### src/rtl/mem_access_unit_pkg.sv
// Shared definitions for the B32P memory access path: FSM state encoding
// common to the load/store unit and the future instruction-fetch unit.
package mem_access_unit_pkg;

  typedef enum logic [1:0] {
    S_IDLE = 2'd0,
    S_BUSY = 2'd1,
    S_DONE = 2'd2
  } state_t;

endpackage

### src/rtl/mem_access_unit_timeout_counter.sv
// BUSY-cycle counter with terminal-count flag at TIMEOUT_CYC-1.
// TIMEOUT_CYC of 0 disables the flag entirely.
module timeout_counter #(
  parameter int CNT_W       = 11,
  parameter int TIMEOUT_CYC = 1024
) (
  input  logic clk,
  input  logic reset,
  input  logic clear,
  input  logic enable,
  output logic tc
);

  localparam logic [CNT_W-1:0] TC_VAL = CNT_W'(TIMEOUT_CYC - 1);

  logic [CNT_W-1:0] count;

  always_ff @(posedge clk or negedge reset) begin
    if (!reset) begin
      count <= '0;
    end else if (clear) begin
      count <= '0;
    end else if (enable) begin
      count <= count + CNT_W'(1);
    end
  end

  assign tc = (TIMEOUT_CYC != 0) && (count == TC_VAL);

endmodule

### src/rtl/mem_access_unit.sv
// Variable-latency load/store unit for the B32P MEM stage: issues one
// request on a start/done bus and stalls the pipeline until it completes.
//
//  state  | meaning
//  IDLE   | waiting for cpu_req; accepts and latches the request
//  BUSY   | bus transaction outstanding; waits for bus_done or timeout
//  DONE   | result presented, pipeline released for one cycle
module mem_access_unit #(
  parameter int                ADDR_W      = 32,
  parameter int                DATA_W      = 32,
  parameter int                TIMEOUT_CYC = 1024,
  parameter int                CNT_W       = 11,
  parameter logic [DATA_W-1:0] ERR_DATA    = '1
) (
  input  logic              clk,
  input  logic              reset,
  input  logic              cpu_req,
  input  logic              cpu_we,
  input  logic [ADDR_W-1:0] cpu_addr,
  input  logic [DATA_W-1:0] cpu_wdata,
  output logic [DATA_W-1:0] cpu_rdata,
  output logic              stall,
  output logic              err,
  output logic              bus_start,
  output logic              bus_we,
  output logic [ADDR_W-1:0] bus_addr,
  output logic [DATA_W-1:0] bus_wdata,
  input  logic [DATA_W-1:0] bus_rdata,
  input  logic              bus_done
);

  import mem_access_unit_pkg::*;

  state_t state, state_nxt;
  logic   accept, capture, abort, tc;

  timeout_counter #(
    .CNT_W      (CNT_W),
    .TIMEOUT_CYC(TIMEOUT_CYC)
  ) u_timeout (
    .clk   (clk),
    .reset (reset),
    .clear (state != S_BUSY),
    .enable(state == S_BUSY),
    .tc    (tc)
  );

  always_ff @(posedge clk or negedge reset) begin
    if (!reset) begin
      state <= S_IDLE;
    end else begin
      state <= state_nxt;
    end
  end

  always_comb begin
    state_nxt = state;
    case (state)
      S_IDLE:  if (cpu_req) state_nxt = S_BUSY;
      S_BUSY:  if (bus_done || tc) state_nxt = S_DONE;
      S_DONE:  state_nxt = S_IDLE;
      default: state_nxt = S_IDLE;
    endcase
  end

  // A done arriving on the terminal-count cycle takes priority over the abort.
  always_comb begin
    accept  = 1'b0;
    capture = 1'b0;
    abort   = 1'b0;
    stall   = 1'b0;
    case (state)
      S_IDLE: begin
        accept = cpu_req;
        stall  = cpu_req;
      end
      S_BUSY: begin
        stall   = 1'b1;
        capture = bus_done;
        abort   = tc && !bus_done;
      end
      default: ;
    endcase
  end

  always_ff @(posedge clk or negedge reset) begin
    if (!reset) begin
      bus_start <= 1'b0;
      bus_we    <= 1'b0;
      bus_addr  <= '0;
      bus_wdata <= '0;
      cpu_rdata <= '0;
      err       <= 1'b0;
    end else begin
      bus_start <= accept;
      err       <= abort;
      if (accept) begin
        bus_we    <= cpu_we;
        bus_addr  <= cpu_addr;
        bus_wdata <= cpu_wdata;
      end
      if (capture) begin
        cpu_rdata <= bus_we ? '0 : bus_rdata;
      end else if (abort) begin
        cpu_rdata <= ERR_DATA;
      end
    end
  end

endmodule
### config.mk
export PLATFORM = sky130hd
export DESIGN_NAME = mem_access_unit
export DESIGN_NICKNAME = d
export VERILOG_FILES = /design/src/rtl/mem_access_unit_pkg.sv /design/src/rtl/mem_access_unit_timeout_counter.sv /design/src/rtl/mem_access_unit.sv
export SDC_FILE = /design/constraint.sdc
export NUM_CORES = 1
export LEC_CHECK = 0
export BUFFER_PORTS_ARGS = -buffer_cell sky130_fd_sc_hd__buf_2
export CELL_PAD_IN_SITES_DETAIL_PLACEMENT = 1
export CELL_PAD_IN_SITES_GLOBAL_PLACEMENT = 2
export CORE_ASPECT_RATIO = 2
export CORE_MARGIN = 3
export CORE_UTILIZATION = 27
export DETAILED_ROUTE_END_ITERATION = 8
export PLACE_DENSITY = 0.87
export SYNTH_ARGS = -nofsm -noshare
export SYNTH_HDL_FRONTEND = slang
export SYNTH_SLANG_ARGS = --single-unit
### constraint.sdc
create_clock -name clk -period 1.48 [get_ports clk]
set_input_delay 0.074 -clock clk [delete_from_list [all_inputs] [get_ports clk]]
set_output_delay 0.074 -clock clk [all_outputs]
set_load 0.005 [all_outputs]
==> out/results.txt, run 1 <==
outcome: complete, but fails checks
failing checks: negative setup slack
Die Y: 195 um
max_cap viols: 0
critical path type: flip-flop to flip-flop
Synth Flop Type: dfrtp_1
DRC violations left: 0
CTS sink cnt: 112
routed wl met2: 9530 um
Critical Path Fanout Max: 10
htree depth: 3
async set or reset register ratio after synthesis: 100%
layout cells sized above 1: 55.0%
mux cell area share after synthesis: 14.9%
Synth Instances: 382
sequential fraction of the synthesis area: 57.8%
FF-to-FF Start: u_timeout.count[1]
unrepaired setup endpoints after global routing: yes
final WL: 17100 um
pins over their slew limit: 0
CTS root buf: clkbuf_16
initial antenna violation count: 3
nets: 784
vias post-DR: 4195
Crit. Startpoint: u_timeout.count[1]
Worst setup SP type: flip-flop
setup ws final: -0.211 ns
# rows: 68
largest family of logic cells by synthesized area: multiplexers
met3 routed WL: 772 um
clk buf depth: 2
total track usage: 17.2%
Via density: 4.67
wire length of the first global-routing pass: 26200 um
area of the core: 17400 um2
Final Hold Fails: 0
Die Span X: 101 um
worst-case reg-to-reg path depth: 5
Hold Path Class: input port to asynchronous set/reset pin
Final ANT Viol Nets: 0
leakage: 3.71 nW
Slew @ Worst Pin: 0.430 ns
Tcrit/Tclk final: 114%
Max VDD drop: 0.606 mV
DP Wirelength: 11000 um
buffers added on ports: 200
WL met1: 6160 um
Post-Synth Simple-Gate Area: 6.17%
Worst-path clk slew: 0.08 ns
top post-synthesis cells by count: 112 x dfrtp_1, 64 x mux2_2, 39 x nor2_1, 38 x a21oi_1, 36 x inv_1
initial DRC count: 98
net count after synthesis: 484
top cell type's share of synthesized area: 57.8%
Post-Syn Area: 4850 um2
post-layout util: 44.3%
DR top layer: met4
Synth cell types: 31
max_slew headroom: 71.4%
CTS buffer count: 9
DR WL/cell: 19.0 um
post-synthesis adder-cell area fraction: 0.258%
Avg Inst Size Synth: 12.7 um2
pwr/cell area: 1660 nW/um2
Worst EP arrival: 1.94 ns
Fmax achieved: 0.591 GHz
dpl ws: -0.358 ns
YS warnings: 0
Starting Density: 27.8%
CTS tree: yes
top-level I/O count: 201
Synth Area in Compound Gates: 14.5%
count leader, synth: dfrtp_1
Die ar.: 19700 um2
post-route minimum period: 1.69 ns
Clock Latency Late Sink: 0.35 ns
Setup crit end kind: flip-flop
cell type with the largest total area after synthesis: dfrtp_1
Post-synth EDFFs: 0
xor and xnor fraction of the mapped netlist area: 0.542%
register bit total from synthesis: 112
Synth area leaders: dfrtp_1 58%, mux2_2 15%, a221oi_2 8.7%
overall power: 12.9 mW
area grow syn2layout: 59.5%
Final Skew: 0.0113 ns
largest net degree at the start of global routing: 78
global route overflow: 0
final setup fails: 43
vias in the first global route: 4856
routability cong.: 0.818
Data required, critical path: 1.73 ns
first drt pass iteration count: 4
[power breakdown]
group | internal, mW | leakage (nW) | switching [mW] | total [mW]
combinational | 2.85 | 2.19 | 2.40 | 5.25
clock | 1.51 | 0.148 | 1.06 | 2.58
sequential | 4.26 | 1.37 | 0.775 | 5.03
total | 8.62 | 3.71 | 4.24 | 12.9
[cells in the final DEF (no fill, tap or decap), types with 2 or more instances in the layout]
| master | count |
|---|---|
| clkbuf_16 | 11 |
| mux2_2 | 34 |
| bufinv_16 | 2 |
| a21oi_2 | 5 |
| buf_12 | 6 |
| buf_8 | 4 |
| xnor2_1 | 2 |
| a21oi_1 | 33 |
| or4_4 | 3 |
| dlygate4sd3_1 | 66 |
| or3_1 | 2 |
| buf_6 | 6 |
| a221oi_2 | 30 |
| dfrtp_1 | 112 |
| nor2_1 | 39 |
| buf_4 | 32 |
| inv_1 | 36 |
| nand2_1 | 2 |
| o21ai_0 | 4 |
| mux2_4 | 30 |
| diode_2 | 3 |
| nand4_1 | 2 |
| nand3_1 | 2 |
| buf_2 | 199 |
| or3_4 | 2 |
[kinds of logic after synthesis]
| kind of cell | count (synthesis) |
|---|---|
| and+or+nand+nor | 60 |
| muxes | 64 |
| xor gates and xnor gates | 3 |
| AOI/OAI and AO/OA | 79 |
| buffers and inverters | 63 |
| adders and majority gates | 1 |
| DFF | 112 |
[path summary, 6_finish.rpt]
kind | slack, ns | to
setup / recovery | -0.21 | cpu_rdata[18]
setup reg to reg | -0.21 | cpu_rdata[18]
max in group asynchronous | 0.81 | cpu_rdata[20]
hold / removal | 0.07 | bus_wdata[13]
min in group clk | 0.10 | cpu_rdata[14]
hold reg to reg | 0.50 | bus_addr[1]
[area by class of cell]
class                           instances  area [um2]
Clock inverter                          3        67.6
Fill cell                            1871        9710
Sequential cell                       112        2800
Inverter                               36         135
Antenna cell                            3        7.51
Timing Repair Buffer                  316        2220
Clock buffer                           11         243
Tap cell                              210         263
Multi-Input combinational cell        207        1990
[metrics by stage]
| stage | instances | hold slack (ns) | TNS [ns] | area, um2 |
|---|---|---|---|---|
| 3_3_place_gp | 797 | -0.125 | -4.53 | 6290 |
| 5_1_grt | 898 | 0.0626 | -10.02 | 7730 |
| 4_1_cts | 897 | 0.0542 | -8.10 | 7770 |
| 2_1_floorplan | 382 | -0.222 | -3.67 | 4870 |
| 6_report | 898 | 0.0692 | -5.85 | 7730 |
| 3_5_place_dp | 797 | -0.122 | -9.46 | 6290 |
[metal layers]
metal / global-route usage, % / up-vias
li1: - / 1951
met1: 17.4 / 2069
met2: 33.0 / 143
met3: 2.75 / 32
met4: 7.65 / 0
met5: 0 / -
[registers in the layout, indices dropped and copies added, names as in the netlist]
register and count:
bus_addr 32, bus_start 1, bus_wdata 32, bus_we 1, cpu_rdata 32, err 1
state 2, u_timeout.count 11
[worst max-delay path, stage by stage (launching register included)]
cell,delay (ns)
dfrtp_1,0.36
ha_2,0.18
nand4_1,0.13
o41a_4,0.44
clkbuf_16,0.20
a221oi_2,0.27
[repair_timing]
item | CTS | global route
cloned | 6 | 2
hold endpoints to repair | 177 | 0
gates resized for setup | 62 | 11
pin swaps | 10 | 6
hold buffers | 66 | 0
setup buffers | 15 | 4
setup endpoints to repair | 102 | 87
(Power assumes the default switching activity.)
==> run 2: changes to the inputs <==
--- a/config.mk
+++ b/config.mk
@@ -9,7 +9,7 @@
 export CELL_PAD_IN_SITES_DETAIL_PLACEMENT = 1
 export CELL_PAD_IN_SITES_GLOBAL_PLACEMENT = 2
 export CORE_ASPECT_RATIO = 2
-export CORE_MARGIN = 3
+export CORE_MARGIN = 2
 export CORE_UTILIZATION = 27
 export DETAILED_ROUTE_END_ITERATION = 8
 export PLACE_DENSITY = 0.87
==> run 2 against run 1 <==
The flow still finishes with violations (negative setup slack); register-to-register slack improved by 0.03 ns; count of clock-buffer cells in the layout is 1 lower; cell area grew 2.6%; global-route usage increased by 0.47 points; first-iteration DRC count fell by 8.2%; sequential power rose by 2%; combinational power grew 9.3%; sequential share of layout area fell by 0.92 points; setup slack better by 0.034 ns; critical path depth unchanged; clock skew increased by 0.0020 ns; via count grew 0.86%; critical path type unchanged.
==> out/results.txt, run 2 (synthesized netlist as in run 1, its figures left out) <==
filler cell count: 1915 (+2.4%)
clk buf depth: 2 (unchanged)
Worst EP arrival: 1.92 ns (-0.02 ns)
Clock Latency Late Sink: 0.37 ns (+0.02 ns)
DRC violations left: 0 (unchanged)
Final Skew: 0.0133 ns (+0.00198 ns)
total track usage: 17.6% (+0.47 points)
outcome: complete, but fails checks
post-route minimum period: 1.66 ns (-0.0340 ns)
Die Y: 193 um (-1.0%)
nets: 784 (unchanged)
initial DRC count: 90 (-8.2%)
leakage: 3.86 nW (+4.2%)
overall power: 13.4 mW (+3.8%)
Fmax achieved: 0.603 GHz (+2.1%)
Final ANT Viol Nets: 0 (unchanged)
Starting Density: 27.4% (-0.40 points)
Worst setup SP type: flip-flop
Hold Path Class: input port to flip-flop
Data required, critical path: 1.74 ns (about the same)
largest net degree at the start of global routing: 113 (+45%)
Via density: 4.69 (+0.30%)
CTS root buf: clkbuf_16
layout cells sized above 1: 54.9% (-0.16 points)
buffers added on ports: 200 (unchanged)
# rows: 69 (+1.5%)
Critical Path Fanout Max: 17 (+7)
pins over their slew limit: 0 (unchanged)
Hold WS: 0.0471 ns (-0.0221 ns)
post-layout util: 44.8% (+0.50 points)
CTS tree: yes
wire length of the first global-routing pass: 26400 um (+0.53%)
failing checks: negative setup slack
Slew @ Worst Pin: 0.641 ns (+0.211 ns)
DP Wirelength: 11100 um (+1.1%)
Final Hold Fails: 0 (unchanged)
area of the core: 17700 um2 (+1.5%)
initial antenna violation count: 3 (unchanged)
vias in the first global route: 4959 (+2.1%)
first drt pass iteration count: 4 (unchanged)
global route overflow: 0 (unchanged)
max_slew headroom: 57.3% (-14 points)
max incr delay on CP: 0.41 ns (-0.03 ns)
pwr/cell area: 1680 nW/um2 (+1.2%)
setup ws final: -0.177 ns (+0.0340 ns)
Final Non-Filler Cells: 903 (+0.56%)
area grow syn2layout: 63.7%
Worst-path clk slew: 0.08 ns (about the same)
Setup crit end kind: flip-flop
crit-path cells: ha_2 > nand4_1 > o41a_4 > buf_12 > a221oi_2
CTS buffer count: 9 (unchanged)
slowest stage cell, crit path: o41a_4
CTS sink cnt: 112 (unchanged)
critical path type: flip-flop to flip-flop
routability cong.: 0.766 (-6.3%)
Top Registers: bus_addr x32, bus_wdata x32, cpu_rdata x32
htree depth: 3 (unchanged)
final WL: 18000 um (+5.4%)
top-level I/O count: 201 (unchanged)
vias post-DR: 4231 (+0.86%)
DR WL/cell: 19.9 um (+4.9%)
Die Span X: 98.7 um (-2.0%)
Tcrit/Tclk final: 112% (-2.3 points)
placed cells: 798 (+0.13%)
Die ar.: 19100 um2 (-3.0%)
Max VDD drop: 0.854 mV (+41%)
most common cell after layout, fill and taps aside: buf_2
unrepaired setup endpoints after global routing: yes
max_cap viols: 0 (unchanged)
final setup fails: 59 (+37%)
most frequent cells in the layout: 199 x buf_2, 112 x dfrtp_1, 66 x dlygate4sd3_1
dpl ws: -0.242 ns (+0.116 ns)
==> run 2: cell types whose count changed in the layout (fill, tap and decap cells not counted), sizes merged <==
| cell | change |
|---|---|
| bufinv | -2 |
| buf | -4 |
| clkbuf | +3 |
| clkinvlp | +1 |
| clkinv | +1 |
| inv | +3 |
==> run 2: repair_timing <==
item                                    in CTS  in global routing
endpoints found under the setup margin     101                104
hold buffers                                66                  0
endpoints found under the hold margin      177                  0
resized for setup                           20                 73
gates cloned                                 3                  7
pin swaps                                    6                  5
setup buffers                                8                  4
==> run 2: area by class of cell <==
cell class / instances / area, um2 / area share (%)
clock inverter: 6 / 57.6 / 0.726
clock buffer: 10 / 239 / 3.01
tap: 213 / 267 / 3.36
multi-input combinational: 207 / 2110 / 26.5
inverter: 36 / 135 / 1.70
sequential: 112 / 2800 / 35.3
antenna: 3 / 7.51 / 0.0946
timing repair buffer: 316 / 2320 / 29.2
==> run 2: path summary, 6_finish.rpt <==
path | from | to | slack, ns | depth (start not counted)
setup / recovery | u_timeout.count[0] | cpu_rdata[23] | -0.18 | 5
min in group asynchronous | reset | bus_wdata[8] | 0.29 | 3
max in group asynchronous | reset | cpu_rdata[27] | 0.65 | 3
setup reg to reg | u_timeout.count[0] | cpu_rdata[23] | -0.18 | 5
hold / removal | bus_rdata[7] | cpu_rdata[7] | 0.05 | 3
hold reg to reg | bus_addr[27] | bus_addr[27] | 0.51 | 1
==> run 2: per-stage QoR <==
step	TNS (ns)	instance area, um2
2_1_floorplan	-3.67	4870
3_3_place_gp	-3.89	6290
3_5_place_dp	-7.87	6290
4_1_cts	-5.36	7450
5_1_grt	-9.99	7930
6_report	-4.74	7930
==> run 2: per-layer routing <==
metal | global-route usage [%] | up-vias | routed length [um]
met5 | 0 | - | 0
met4 | 9.18 | 0 | 685
met3 | 3.36 | 37 | 689
met2 | 34.0 | 127 | 10600
met1 | 17.1 | 2123 | 6080
li1 | - | 1944 | -
==> run 2: report_power, final <==
group	switching [mW]	leakage (nW)	total (mW)	internal, mW
Sequential	0.859	1.37	5.12	4.26
Combinational	2.55	2.36	5.74	3.19
Clock	1.27	0.141	2.50	1.23
==> run 2: worst max-delay path: cells and delay by family, from the launching register on <==
kind	cells	cell delay [ns]
and+or+nand+nor	1	0.12
adders and majority gates	1	0.19
AOI/OAI and AO/OA	2	0.70
buffers and inverters	1	0.18
DFF	1	0.36
